[config.mk]
export PLATFORM = sky130hd
export DESIGN_NAME = pll_phase_ctrl_flat
export DESIGN_NICKNAME = d
export VERILOG_FILES = /design/src/rtl/pll_phase_ctrl_pkg.sv /design/src/rtl/pll_phase_ctrl_if.sv /design/src/rtl/pll_phase_ctrl_lock_sync.sv /design/src/rtl/pll_phase_ctrl.sv /design/src/flat_wrapper.sv
export SDC_FILE = /design/constraint.sdc
export NUM_CORES = 1
export LEC_CHECK = 0
export ABC_AREA = 1
export CAP_MARGIN = 0
export CORE_MARGIN = 5
export CORE_UTILIZATION = 50
export DETAILED_ROUTE_END_ITERATION = 8
export PLACE_DENSITY = 0.76
export SLEW_MARGIN = 20
export SYNTH_ARGS = -nofsm -noshare
export SYNTH_HDL_FRONTEND = slang
export SYNTH_SLANG_ARGS = --single-unit
[constraint.sdc]
create_clock -name clk -period 2 [get_ports clk]
set_input_delay 0.3 -clock clk [delete_from_list [all_inputs] [get_ports clk]]
set_output_delay 0.3 -clock clk [all_outputs]
set_load 0.05 [all_outputs]
[src/rtl/pll_phase_ctrl_pkg.sv]
// pll_phase_pkg: shared states, PHASESEL/PHASEDIR codes and phase helpers for pll_phase_ctrl.
// Optional feature macro: PLL_PHASE_CTRL_RELOCK_EN adds the RST_PLL state.
package pll_phase_pkg;

    typedef enum logic [2:0] {
        WAIT_LOCK,
        IDLE,
        SETUP,
        STEP_LO,
        STEP_HI,
        SETTLE,
        DONE
`ifdef PLL_PHASE_CTRL_RELOCK_EN
        , RST_PLL
`endif
    } state_t;

    localparam logic [1:0] SEL_CLKOS  = 2'b00;
    localparam logic [1:0] SEL_CLKOS2 = 2'b01;
    localparam logic [1:0] SEL_CLKOS3 = 2'b10;
    localparam logic [1:0] SEL_CLKOP  = 2'b11;

    localparam logic DIR_DELAY   = 1'b0;
    localparam logic DIR_ADVANCE = 1'b1;

    function automatic int max_int(input int a, input int b);
        return (a > b) ? a : b;
    endfunction

    // Wrap by compare so any modulus below 64 works, not just powers of two
    function automatic logic [5:0] pos_step(input logic [5:0] pos, input logic dir, input int modulus);
        logic [5:0] top;
        top = 6'(modulus - 1);
        if (dir == DIR_DELAY)
            return (pos == top) ? 6'd0 : pos + 6'd1;
        return (pos == 6'd0) ? top : pos - 6'd1;
    endfunction

endpackage

[src/rtl/pll_phase_ctrl_if.sv]
// pll_phase_ctrl_if: phase-step request/response bus between calibration logic and pll_phase_ctrl.
interface pll_phase_ctrl_if;

    logic       req_valid;
    logic       req_ready;
    logic       req_dir;
    logic [1:0] req_sel;
    logic [7:0] req_steps;
    logic       done;
    logic       err;

    modport master (
        output req_valid, req_dir, req_sel, req_steps,
        input  req_ready, done, err
    );

    modport slave (
        input  req_valid, req_dir, req_sel, req_steps,
        output req_ready, done, err
    );

endinterface

[src/rtl/pll_phase_ctrl_lock_sync.sv]
// lock_sync: two-flop synchronizer bringing the raw PLL LOCK into the clk domain.
module lock_sync (
    input  logic clk,
    input  logic rst_n,
    input  logic i_async,
    output logic o_sync
);

    logic r_meta;
    logic r_sync;

    // Two back-to-back flops; reset to "unlocked" so nothing starts before lock is seen
    always_ff @(posedge clk or negedge rst_n) begin
        if (!rst_n) begin
            r_meta <= 1'b0;
            r_sync <= 1'b0;
        end else begin
            r_meta <= i_async;
            r_sync <= r_meta;
        end
    end

    assign o_sync = r_sync;

endmodule

[src/rtl/pll_phase_ctrl.sv]
// pll_phase_ctrl: EHXPLLL dynamic phase-shift sequencer with CLKOS position tracking and lock supervision.
// Optional feature macro: PLL_PHASE_CTRL_RELOCK_EN enables lock-timeout PLL reset (RST_PLL state).
module pll_phase_ctrl
    import pll_phase_pkg::*;
#(
    parameter int STEP_W     = 4,
    parameter int GAP_W      = 4,
    parameter int SETTLE_CYC = 16,
    parameter int PHASE_MOD  = 40,
    parameter int LOCK_TO    = 1024,
    parameter int RST_CYC    = 8
) (
    input  logic                   clk,
    input  logic                   rst_n,
    input  logic                   i_locked,
    pll_phase_ctrl_if.slave        bus,
    output logic                   o_lock_ok,
    output logic [5:0]             o_phase_pos,
    output logic [1:0]             o_pll_phasesel,
    output logic                   o_pll_phasedir,
    output logic                   o_pll_phasestep,
    output logic                   o_pll_phaseloadreg,
    output logic                   o_pll_rst
);

    // One down-counter times every state, including the lock timeout in WAIT_LOCK
    localparam int TMR_MAX = max_int(max_int(max_int(STEP_W, GAP_W), max_int(SETTLE_CYC, LOCK_TO)), RST_CYC);
    localparam int TMR_W   = $clog2(TMR_MAX + 1);

    state_t             r_state;
    state_t             w_next;
    logic [TMR_W-1:0]   r_tmr;
    logic [TMR_W-1:0]   w_load;
    logic [7:0]         r_rem;
    logic [5:0]         r_pos;
    logic [1:0]         r_sel;
    logic               r_dir;
    logic               r_ready;
    logic               r_done;
    logic               r_err;
    logic               r_step;
    logic               w_lock_ok;
    logic               w_busy;
    logic               w_tmr_zero;
    logic               w_accept;
    logic               w_step_edge;

    lock_sync u_lock_sync (
        .clk     (clk),
        .rst_n   (rst_n),
        .i_async (i_locked),
        .o_sync  (w_lock_ok)
    );

    // Next-state logic; lock loss in any stepping state aborts straight to WAIT_LOCK
    always_comb begin
        w_next      = r_state;
        w_busy      = (r_state == SETUP) || (r_state == STEP_LO) || (r_state == STEP_HI) || (r_state == SETTLE);
        w_tmr_zero  = (r_tmr == '0);
        w_accept    = (r_state == IDLE) && bus.req_valid && r_ready;
        if (w_busy && !w_lock_ok) begin
            w_next = WAIT_LOCK;
        end else begin
            case (r_state)
                WAIT_LOCK: begin
                    if (w_lock_ok)
                        w_next = IDLE;
`ifdef PLL_PHASE_CTRL_RELOCK_EN
                    else if (w_tmr_zero)
                        w_next = RST_PLL;
`endif
                end
                // An accepted request wins over a same-cycle lock drop; the busy path then aborts with err
                IDLE:    w_next = w_accept ? ((bus.req_steps == 8'd0) ? DONE : SETUP) : (!w_lock_ok ? WAIT_LOCK : IDLE);
                SETUP:   w_next = STEP_LO;
                STEP_LO: w_next = w_tmr_zero ? STEP_HI : STEP_LO;
                STEP_HI: w_next = w_tmr_zero ? ((r_rem == 8'd1) ? SETTLE : STEP_LO) : STEP_HI;
                SETTLE:  w_next = w_tmr_zero ? DONE : SETTLE;
                DONE:    w_next = IDLE;
`ifdef PLL_PHASE_CTRL_RELOCK_EN
                RST_PLL: w_next = w_tmr_zero ? WAIT_LOCK : RST_PLL;
`endif
                default: w_next = WAIT_LOCK;
            endcase
        end
        w_step_edge = (r_state == STEP_LO) && (w_next == STEP_HI);
    end

    // Timer reload value for the state being entered
    always_comb begin
        w_load = TMR_W'(LOCK_TO - 1);
        if (w_next == STEP_LO)
            w_load = TMR_W'(STEP_W - 1);
        if (w_next == STEP_HI)
            w_load = TMR_W'(GAP_W - 1);
        if (w_next == SETTLE)
            w_load = TMR_W'(SETTLE_CYC - 1);
`ifdef PLL_PHASE_CTRL_RELOCK_EN
        if (w_next == RST_PLL)
            w_load = TMR_W'(RST_CYC - 1);
`endif
    end

    // State register
    always_ff @(posedge clk or negedge rst_n) begin
        if (!rst_n)
            r_state <= WAIT_LOCK;
        else
            r_state <= w_next;
    end

    // Timer: reload on every state change, count down to zero otherwise
    always_ff @(posedge clk or negedge rst_n) begin
        if (!rst_n)
            r_tmr <= TMR_W'(LOCK_TO - 1);
        else if (w_next != r_state)
            r_tmr <= w_load;
        else if (!w_tmr_zero)
            r_tmr <= r_tmr - TMR_W'(1);
    end

    // Request latch, remaining-step count and CLKOS phase accumulator
    always_ff @(posedge clk or negedge rst_n) begin
        if (!rst_n) begin
            r_rem <= 8'd0;
            r_sel <= SEL_CLKOS;
            r_dir <= DIR_DELAY;
            r_pos <= 6'd0;
        end else begin
            if (w_accept) begin
                r_rem <= bus.req_steps;
                r_sel <= bus.req_sel;
                r_dir <= bus.req_dir;
            end else if ((r_state == STEP_HI) && w_tmr_zero) begin
                r_rem <= r_rem - 8'd1;
            end
            if (w_step_edge && (r_sel == SEL_CLKOS))
                r_pos <= pos_step(r_pos, r_dir, PHASE_MOD);
`ifdef PLL_PHASE_CTRL_RELOCK_EN
            else if (w_next == RST_PLL)
                r_pos <= 6'd0;
`endif
        end
    end

    // Registered outputs decoded from the next state; PHASESTEP idles high and resets high
    always_ff @(posedge clk or negedge rst_n) begin
        if (!rst_n) begin
            r_ready <= 1'b0;
            r_done  <= 1'b0;
            r_err   <= 1'b0;
            r_step  <= 1'b1;
        end else begin
            r_ready <= (w_next == IDLE) && w_lock_ok;
            r_done  <= (w_next == DONE);
            r_err   <= w_busy && !w_lock_ok;
            r_step  <= (w_next != STEP_LO);
        end
    end

`ifdef PLL_PHASE_CTRL_RELOCK_EN
    logic r_rst;

    // PLL reset pulse while in RST_PLL
    always_ff @(posedge clk or negedge rst_n) begin
        if (!rst_n)
            r_rst <= 1'b0;
        else
            r_rst <= (w_next == RST_PLL);
    end

    assign o_pll_rst = r_rst;
`else
    assign o_pll_rst = 1'b0;
`endif

    assign bus.req_ready      = r_ready;
    assign bus.done           = r_done;
    assign bus.err            = r_err;
    assign o_lock_ok          = w_lock_ok;
    assign o_phase_pos        = r_pos;
    assign o_pll_phasesel     = r_sel;
    assign o_pll_phasedir     = r_dir;
    assign o_pll_phasestep    = r_step;
    assign o_pll_phaseloadreg = 1'b1;

endmodule

[src/flat_wrapper.sv]
// flat-port wrapper written by rule: the top's interface ports become plain ports
module pll_phase_ctrl_flat import pll_phase_pkg::*;
#(
    parameter int STEP_W     = 4,
    parameter int GAP_W      = 4,
    parameter int SETTLE_CYC = 16,
    parameter int PHASE_MOD  = 40,
    parameter int LOCK_TO    = 1024,
    parameter int RST_CYC    = 8
)
  (clk, rst_n, i_locked, o_lock_ok, o_phase_pos, o_pll_phasesel, o_pll_phasedir, o_pll_phasestep, o_pll_phaseloadreg, o_pll_rst, bus_req_valid, bus_req_dir, bus_req_sel, bus_req_steps, bus_req_ready, bus_done, bus_err);
  pll_phase_ctrl_if bus_i ();
  input  logic clk;
  input  logic rst_n;
  input  logic i_locked;
  output logic o_lock_ok;
  output logic [5:0] o_phase_pos;
  output logic [1:0] o_pll_phasesel;
  output logic o_pll_phasedir;
  output logic o_pll_phasestep;
  output logic o_pll_phaseloadreg;
  output logic o_pll_rst;
  input wire logic [$bits(bus_i.req_valid)-1:0] bus_req_valid;
  input wire logic [$bits(bus_i.req_dir)-1:0] bus_req_dir;
  input wire logic [$bits(bus_i.req_sel)-1:0] bus_req_sel;
  input wire logic [$bits(bus_i.req_steps)-1:0] bus_req_steps;
  output wire logic [$bits(bus_i.req_ready)-1:0] bus_req_ready;
  output wire logic [$bits(bus_i.done)-1:0] bus_done;
  output wire logic [$bits(bus_i.err)-1:0] bus_err;
  assign bus_i.req_valid = bus_req_valid;
  assign bus_i.req_dir = bus_req_dir;
  assign bus_i.req_sel = bus_req_sel;
  assign bus_i.req_steps = bus_req_steps;
  assign bus_req_ready = bus_i.req_ready;
  assign bus_done = bus_i.done;
  assign bus_err = bus_i.err;
  pll_phase_ctrl #(.STEP_W(STEP_W), .GAP_W(GAP_W), .SETTLE_CYC(SETTLE_CYC), .PHASE_MOD(PHASE_MOD), .LOCK_TO(LOCK_TO), .RST_CYC(RST_CYC)) u_core (.clk(clk), .rst_n(rst_n), .i_locked(i_locked), .bus(bus_i), .o_lock_ok(o_lock_ok), .o_phase_pos(o_phase_pos), .o_pll_phasesel(o_pll_phasesel), .o_pll_phasedir(o_pll_phasedir), .o_pll_phasestep(o_pll_phasestep), .o_pll_phaseloadreg(o_pll_phaseloadreg), .o_pll_rst(o_pll_rst));
endmodule
==> reports/results.tsv <==
metric	value	unit
num_vias	2184	
final_util	0.672	
fin_crit_sh	1.01	
max_stage_delay	0.54	ns
worstSkewPairLatency	0.29	ns
yosysTopAreaCell	dfrtp_1	
worstPathRequired	2.22	ns
arrival	2.25	ns
dr.pass1.iters	4	
max_freq	0.494	GHz
p_per_area	1230	mW/mm^2
cp.depth	15	
max_slew_margin	0.666	
rsz0062_at_grt	yes	
clockRootBuffer	clkbuf_8	
min_period	2.02	ns
async_flop_share	1.00	
synth_top_family_by_area	simple AND/OR/NAND/NOR gates	
crit_chain	inv_2 > ha_4 > nand2_4 > nor2_8 > nand2_4 > nand2_4 > nand2_4 > inv_2 > nand2_2 > nand2_1 > nand2_1 > nand2_2 > nor2_4 > nand3_1 > a21oi_2	
route.detailed.drc	0	
hold_ws	0.363	ns
p_leak	1.48	nW
drive_gt1_frac	0.306	
cts_sinks	37	
clk_path_buf_depth	2	
syn_inst	297	
report.final.slew_viol_count	0	
syn-cell-area	0.00242	mm^2
irDropWorstVdd	0.710	mV
synth_mux_area_frac	0	
drtAntennaViolNets	0	
startpoint_type	flop	
seq_area	940	um^2
grt_max_degree	38	
initial_utilization	0.512	
portBuffers	28	
grt_overflow	0	
synth_cell_types	36	
max_slew.worst_pin.slew	0.500	ns
synthXorXnorAreaFrac	0.0651	
cts_htree_levels	2	
critPathCaptureType	flop	
yosysWarnings	0	
rows	25	
worstHoldPathType	reg -> reg	
endpoint	u_core.r_tmr[8]	
setup_viol	3	
pin_count	31	
drt_iter0_drc	139	
reg2reg_depth	15	
dp_hpwl	4000	um
multiInputGateArea	0.00142	mm^2
synth_nets	318	
grt_antenna_before_repair	0	
instances_no_fill	427	
grt_pass1_vias	2143	
synth-simple-area-share	0.334	
status	finished, violations left	
grt_usage	0.190	
syn_to_final_growth	31.2	%
rr_startpoint	u_core.r_tmr[0]	
cts.clk_slew.worst_paths	0.07	ns
nets	380	
cap_violations	0	
dpl.cell_count	411	
fin_skew	0.00700	ns
synthTopCellsByArea	dfrtp_1 (27%), dfstp_2 (12%), nand2_1 (9.2%)	
finalHoldViolations	0	
die_area	0.00633	mm^2
fp.dieH	79.6	um
failed_checks	negative setup slack	
seq_area_frac_synth	0.388	
power.total	3.89	mW
synth_edf_count	0	
rr_endpoint	u_core.r_tmr[8]	
synth_seq_cells	37	
viasPerCell	5.11	
path_max_fanout	9	
cts_buffers	5	
totalWireLength	5760	um
grt_first_pass_wirelength	9630	um
crit_family	simple AND/OR/NAND/NOR gates	
rrSetupSlack	-0.02	ns
syn_avg_cell_area	8.15	um^2
coreArea	0.00472	mm^2
yosysTopAreaCellShare	0.269	
critical_path_class	reg -> reg	
synth_common_cells	nand2_1 (59), inv_1 (32), dfrtp_1 (26), nand3_1 (26), nor2_1 (21)	
wl_per_cell	13.5	um
worst_slack	-0.0228	ns
synth_compound_area_frac	0.110	
fp.dieW	79.6	um
path_buf_inv	2	
antenna_cells	0	
gp_congestion	0.902	
crit_path_frequent_cell	nand2_4	
cts_tree	yes	
fill_cells	383	
synth-adder-area-share	0.0310	
yosys_most_used_dff	dfrtp_1	
cpMaxStageDelayCell	dfstp_2	
yosysMostFrequentCell	nand2_1	
startpoint	u_core.r_tmr[0]	
[placed cells by master (no fill, tap or decap), types with 8 or more instances in the layout]
cell,netlist,layout
a21oi_1,10,10
buf_4,2,30
clkdlybuf4s50_1,0,27
dfrtp_1,26,26
dfstp_2,11,11
inv_1,32,29
inv_2,5,8
nand2_1,59,56
nand2_2,8,8
nand3_1,26,24
nor2_1,21,18
nor2_2,8,9
xor2_1,14,14
[cells by family after synthesis]
group,Yosys count
adders and majority gates,6
and+or+nand+nor,150
other,2
AOI/OAI and AO/OA,42
xor gates and xnor gates,18
DFF,37
buffers and inverters,42
[metal layers]
layer	vias to the layer above	wire, um	GRT usage
li1	1093	-	-
met1	1031	2610	0.248
met2	54	2810	0.315
met3	6	282	0.0406
met4	0	60	0.0601
met5	-	0	0
[area by class of cell]
cell class | instances | area share
tap | 67 | 0.0264
clock buffer | 6 | 0.0229
timing repair buffer | 58 | 0.160
multi-input combinational | 220 | 0.448
inverter | 37 | 0.0437
clock inverter | 2 | 0.00315
sequential | 37 | 0.296
[worst register-to-register path, delay by kind of cell (launching register included)]
family	cells	cell delay, ns
AOI/OAI and AO/OA	1	0.16
adders and majority gates	1	0.16
buffers and inverters	2	0.09
DFF	1	0.54
and+or+nand+nor	11	1.02
[power breakdown]
group / switching, mW / internal [mW] / total, mW
combinational: 1.26 / 0.862 / 2.12
clock: 0.269 / 0.242 / 0.511
sequential: 0.199 / 1.07 / 1.27
[sequential cells by signal, indices dropped and copies added, names as in the netlist, 2 cells and up]
signal and cells:
u_core.o_phase_pos 6, u_core.r_state 3, u_core.r_tmr 11, u_core.o_pll_phasesel 2
u_core.r_rem 8
[what timing repair did]
item                                    in CTS  in global routing
gates resized for setup                      9                 14
endpoints found under the setup margin      15                 17
hold endpoints to repair                     0                  0
pin swaps                                    7                  4
buffers inserted                             2                  4
cloned                                       1                  1
hold buffers                                 0                  0
[per-stage QoR]
stage | setup WS, ns | area, um^2 | TNS, ns
global placement | -0.0701 | 2940 | -0.722
detailed placement | -0.173 | 2940 | -1.69
CTS | -0.000658 | 3080 | -0.000658
finish | -0.0228 | 3180 | -0.0504
global route | -0.145 | 3180 | -1.54
floorplan | 0.00499 | 2420 | 0
[worst min-delay path by stage]
stage	from	endpoint	slack [ns]	depth (start not counted)
floorplan	rst_n	u_core.bus.done	0.004	0
global placement	u_core.u_lock_sync.r_meta	u_core.u_lock_sync.o_sync	0.33	0
detailed placement	u_core.u_lock_sync.r_meta	u_core.u_lock_sync.o_sync	0.34	0
CTS	u_core.u_lock_sync.r_meta	u_core.u_lock_sync.o_sync	0.36	0
global route	u_core.u_lock_sync.r_meta	u_core.u_lock_sync.o_sync	0.38	0
finish	u_core.u_lock_sync.r_meta	u_core.u_lock_sync.o_sync	0.36	0
No activity file was read; power rests on OpenSTA's default activity.
